===== src/rtl/alu_wb_stage.sv =====
// rtl/alu_wb_stage.sv - ALU write-back stage: result FIFO with NZCV snapshot, sticky overflow and op counter
//
// Buffers ALU results in a DEPTH-entry FIFO (DEPTH = 2 or 4). Each accepted
// result updates an internal NZCV register; the post-update value is stored
// alongside the result so the consumer sees the status as of that op.
//
// Ports:
//   clk, rst               clock, synchronous active-high reset
//   in_valid/in_ready      producer handshake
//   in_op, in_result,      ALUOp code, 32-bit result, flags {N,Z,C,V}
//   in_flags
//   out_valid/out_ready    consumer handshake on the head entry
//   out_result, out_flags  head entry result and NZCV snapshot (0 when empty)
//   clr_sticky, sticky_ovf clear / status of the sticky overflow bit
//   op_count               count of accepted results, wraps at 16 bits
module alu_wb_stage #(
  parameter int DEPTH = 2
) (
  input  logic        clk,
  input  logic        rst,
  input  logic        in_valid,
  output logic        in_ready,
  input  logic [3:0]  in_op,
  input  logic [31:0] in_result,
  input  logic [3:0]  in_flags,
  output logic        out_valid,
  input  logic        out_ready,
  output logic [31:0] out_result,
  output logic [3:0]  out_flags,
  input  logic        clr_sticky,
  output logic        sticky_ovf,
  output logic [15:0] op_count
);

  localparam int PW = (DEPTH > 2) ? 2 : 1;
  localparam int CW = PW + 1;
  localparam logic [CW-1:0] FULL = CW'(DEPTH);
  localparam logic [PW-1:0] LAST = PW'(DEPTH - 1);

  localparam logic [3:0] OP_ADD = 4'b0000;
  localparam logic [3:0] OP_SUB = 4'b0001;

  logic [31:0]   res_mem [DEPTH];
  logic [3:0]    flg_mem [DEPTH];
  logic [PW-1:0] wptr;
  logic [PW-1:0] rptr;
  logic [CW-1:0] count;
  logic [3:0]    nzcv;
  logic [3:0]    nzcv_next;
  logic          arith;
  logic          push;
  logic          pop;

  // Only ADD/SUB produce meaningful carry/overflow; every other code,
  // including the unused ones, leaves C and V untouched.
  always_comb begin
    arith     = (in_op == OP_ADD) || (in_op == OP_SUB);
    nzcv_next = {in_flags[3:2], arith ? in_flags[1:0] : nzcv[1:0]};
  end

  // in_ready looks only at occupancy, never at out_ready, so a full
  // buffer refuses input even in a cycle where the head is popped.
  assign in_ready   = !rst && (count != FULL);
  assign out_valid  = (count != '0);
  assign push       = in_valid && in_ready;
  assign pop        = out_valid && out_ready;
  assign out_result = out_valid ? res_mem[rptr] : 32'h0;
  assign out_flags  = out_valid ? flg_mem[rptr] : 4'h0;

  always_ff @(posedge clk) begin
    if (push) begin
      res_mem[wptr] <= in_result;
      flg_mem[wptr] <= nzcv_next;
    end
  end

  always_ff @(posedge clk) begin
    if (rst) begin
      wptr  <= '0;
      rptr  <= '0;
      count <= '0;
    end else begin
      if (push) begin
        wptr <= (wptr == LAST) ? '0 : wptr + 1'b1;
      end
      if (pop) begin
        rptr <= (rptr == LAST) ? '0 : rptr + 1'b1;
      end
      case ({push, pop})
        2'b10:   count <= count + 1'b1;
        2'b01:   count <= count - 1'b1;
        default: count <= count;
      endcase
    end
  end

  always_ff @(posedge clk) begin
    if (rst) begin
      nzcv     <= 4'h0;
      op_count <= 16'h0;
    end else if (push) begin
      nzcv     <= nzcv_next;
      op_count <= op_count + 16'h1;
    end
  end

  // A new overflow on the same edge as clr_sticky keeps the bit set.
  always_ff @(posedge clk) begin
    if (rst) begin
      sticky_ovf <= 1'b0;
    end else if (push && arith && in_flags[0]) begin
      sticky_ovf <= 1'b1;
    end else if (clr_sticky) begin
      sticky_ovf <= 1'b0;
    end
  end

endmodule


===== config.mk =====
export PLATFORM = sky130hd
export DESIGN_NAME = alu_wb_stage
export DESIGN_NICKNAME = d
export VERILOG_FILES = /design/src/rtl/alu_wb_stage.sv
export SDC_FILE = /design/constraint.sdc
export NUM_CORES = 1
export LEC_CHECK = 0
export ABC_AREA = 1
export CAP_MARGIN = 20
export CELL_PAD_IN_SITES_DETAIL_PLACEMENT = 1
export CELL_PAD_IN_SITES_GLOBAL_PLACEMENT = 1
export CORE_ASPECT_RATIO = 1.2
export CORE_UTILIZATION = 37
export CTS_CLUSTER_DIAMETER = 150
export DETAILED_ROUTE_END_ITERATION = 6
export PLACE_DENSITY_LB_ADDON = 0.25
export REMOVE_ABC_BUFFERS = 1
export SETUP_SLACK_MARGIN = 0.5
export SLEW_MARGIN = 20
export SYNTH_ARGS = -nofsm -noshare
export SYNTH_HDL_FRONTEND = slang
export SYNTH_SLANG_ARGS = --single-unit

===== constraint.sdc =====
create_clock -name clk -period 4.5 [get_ports clk]
set_clock_uncertainty 0.1 [all_clocks]
set_input_delay 1.35 -clock clk [delete_from_list [all_inputs] [get_ports clk]]
set_output_delay 1.35 -clock clk [all_outputs]
set_load 0.03 [all_outputs]

==> out/results.tsv <==
metric	value	unit
core region area	10100	sq um
mean routed wirelength per cell	16.0	um
# IOs	100	
Die ar.	10900	sq um
Nets	519	
CP Max Fanout	6	
Die Span X	95.6	um
fin. max-slew vios	0	
design area	5310	sq um
yosys warns	0	
Clock transition at path regs	0.07	ns
Worst Setup End Kind	output pin	
Mapped Area	3890	sq um
setup bufs post-CTS	0	
GPL Wtd Cong	0.774	
Layout area overhead	36.4	%
Post-synth EDFFs	72	
DR pass1 iterations	4	
WP data arrival	2.28	ns
ys async rst share	0	%
CTS-repair resized insts	0	
root buffer cell	clkbuf_16	
most common cell after layout, fill and taps aside	nand2_1	
Worst EP required	3.05	ns
Initial Utilization	38.5	%
Die Ht	114	um
clk_lat worst skew	0.33	ns
most frequent cells in the layout	114 x nand2_1, 97 x clkdlybuf4s50_1, 72 x edfxtp_1, 53 x a21oi_1, 29 x nor2_1	
crit-path leading delay family	buffers and inverters	
Routed Antenna Nets	0	
LEAKAGE	1.86	nW
Vias/cell	4.90	
Max-cap violations	0	
Mapped Avg Cell Area	10.5	sq um
Worst Path Buf+Inv	4	
DRC Markers	0	
Yosys reg bits	96	
DRT Wirelength	9620	um
hold buffer count at cts	0	
vias in the first global route	3166	
Highest Clock Rate	268	MHz
share of cells above drive strength 1	7.97	%
Iter 0 DRT Violations	67	
Worst Max-Slew Pin Slew	0.550	ns
Final setup violation count	0	
GR Overflow Total	0	
Hold Vio Cnt, Final	0	
maximum clock insertion buffer count	2	
Slew headroom	63.3	%
first-pass GRT wire length	15300	um
CP max stage cell	clkdlybuf4s50_1	
H-tree levels	3	
sum of negative setup slack	0	ns
largest net degree at the start of global routing	39	
Post-DP HPWL	6180	um
overall routing resource usage	18.7	%
cells along the critical path	clkdlybuf4s50_1 -> inv_2 -> nand2_1 -> inv_1 -> buf_4	
maximum VDD drop	0.204	mV
# port buffers	98	
crit path time final	3.73	ns
Pwr Density	429	nW/um^2
Hold/Removal Path Class	reg -> reg	
Seq/Total Area, Yosys	67.9	%
Period Utilization, post-route	82.9	%
Rows	40	
overall power	0.00228	W
Layout fillers	1092	
Cells after Synth	372	
kind of critical path	in -> out	
crit path launch type	primary input	
Distinct cells, synth	25	
routed vias	2954	
Post-synth top flop	edfxtp_1	
placed instance area	5010	sq um
CTS tree	yes	
status	completed	
Diodes inserted	0	
Num CTS Buffers	9	
CTS Sinks	96	
initial antenna violation count	0	
RSZ-0062 raised after global routing	no	
Worst path max stage delay	0.59	ns
## worst paths after layout
path	from	to	slack, ns	cells after the start
worst max-delay path	rst	in_ready	0.77	5
worst max register to register	count[1]$_SDFFE_PP0P_	count[1]$_SDFFE_PP0P_	2.48	8
worst min register to register	rptr$_SDFFE_PP0P_	rptr$_SDFFE_PP0P_	0.36	1
worst min-delay path	rptr$_SDFFE_PP0P_	rptr$_SDFFE_PP0P_	0.36	1
## through the flow
stage	hold WS, ns	setup slack (ns)	util [%]	instances
2_1_floorplan	0.326	0.560	-	358
3_3_place_gp	0.334	0.746	49.6	587
3_5_place_dp	0.352	0.744	49.6	587
4_1_cts	0.360	0.745	52.5	603
5_1_grt	0.382	0.681	52.5	603
6_report	0.356	0.770	52.5	603
## worst register-to-register path: cells and delay by family, from the launching register on
family	cells	cell delay, ns
AOI/OAI and AO/OA	4	0.48
buffers and inverters	1	0.39
adders and majority gates	1	0.35
DFF	1	0.34
and+or+nand+nor	2	0.26
## sequential cells by signal (all words and copies together) (netlist names), named ones only
| name | flops |
|---|---|
| sticky_ovf | 1 |
| flg_mem | 8 |
| count | 2 |
| rptr | 1 |
| nzcv | 2 |
| op_count | 16 |
| res_mem | 64 |
| wptr | 1 |
## synthesized netlist by cell type, types with 2 or more instances
cell      instances  share of area, %
a21oi_1          53               6.8
and2_1            4              0.64
buf_1             2              0.19
buf_2             9               1.2
clkbuf_1          2              0.19
dfxtp_1          24                12
edfxtp_1         72                56
ha_1              2              0.64
inv_1            17               1.6
inv_2             2              0.19
nand2_1         114                11
nand3_1          13               1.7
nor2_1           32               3.1
nor2_2            2              0.32
nor2_4            4               1.2
nor3_1            3              0.39
o21ai_0           6              0.77
o21ai_1           4              0.51
## cells by family (layout without fill, tap and decap cells)
family	Yosys count	count (layout)	share of synthesized area [%]
muxes	1	1	0.289
buffers and inverters	35	140	3.92
AOI/OAI and AO/OA	63	63	8.10
adders and majority gates	2	2	0.643
and+or+nand+nor	175	175	19.1
DFF	96	96	67.9
## power by group
group          internal [W]  total (W)  switching, W
Sequential         0.000992    0.00101     0.0000158
Clock              0.000433   0.000763      0.000330
Combinational      0.000189   0.000509      0.000320
Total               0.00161    0.00228      0.000665
## final cells by class
class / instances / area [sq um] / share of cell area (%)
Clock inverter: 6 / 67.6 / 1.27
Clock buffer: 10 / 229 / 4.31
Inverter: 21 / 82.6 / 1.56
Sequential cell: 96 / 2640 / 49.8
Tap cell: 126 / 158 / 2.97
Timing Repair Buffer: 103 / 1020 / 19.1
Multi-Input combinational cell: 241 / 1110 / 21.0
## routing by layer
metal | vias up | GRT usage [%] | share of wire, %
li1 | 1457 | - | -
met1 | 1423 | 20.2 | 39
met2 | 66 | 35.1 | 54
met3 | 8 | 4.71 | 5.9
met4 | 0 | 5.67 | 1.1
met5 | - | 0 | 0
No activity file was read; power rests on OpenSTA's default activity.
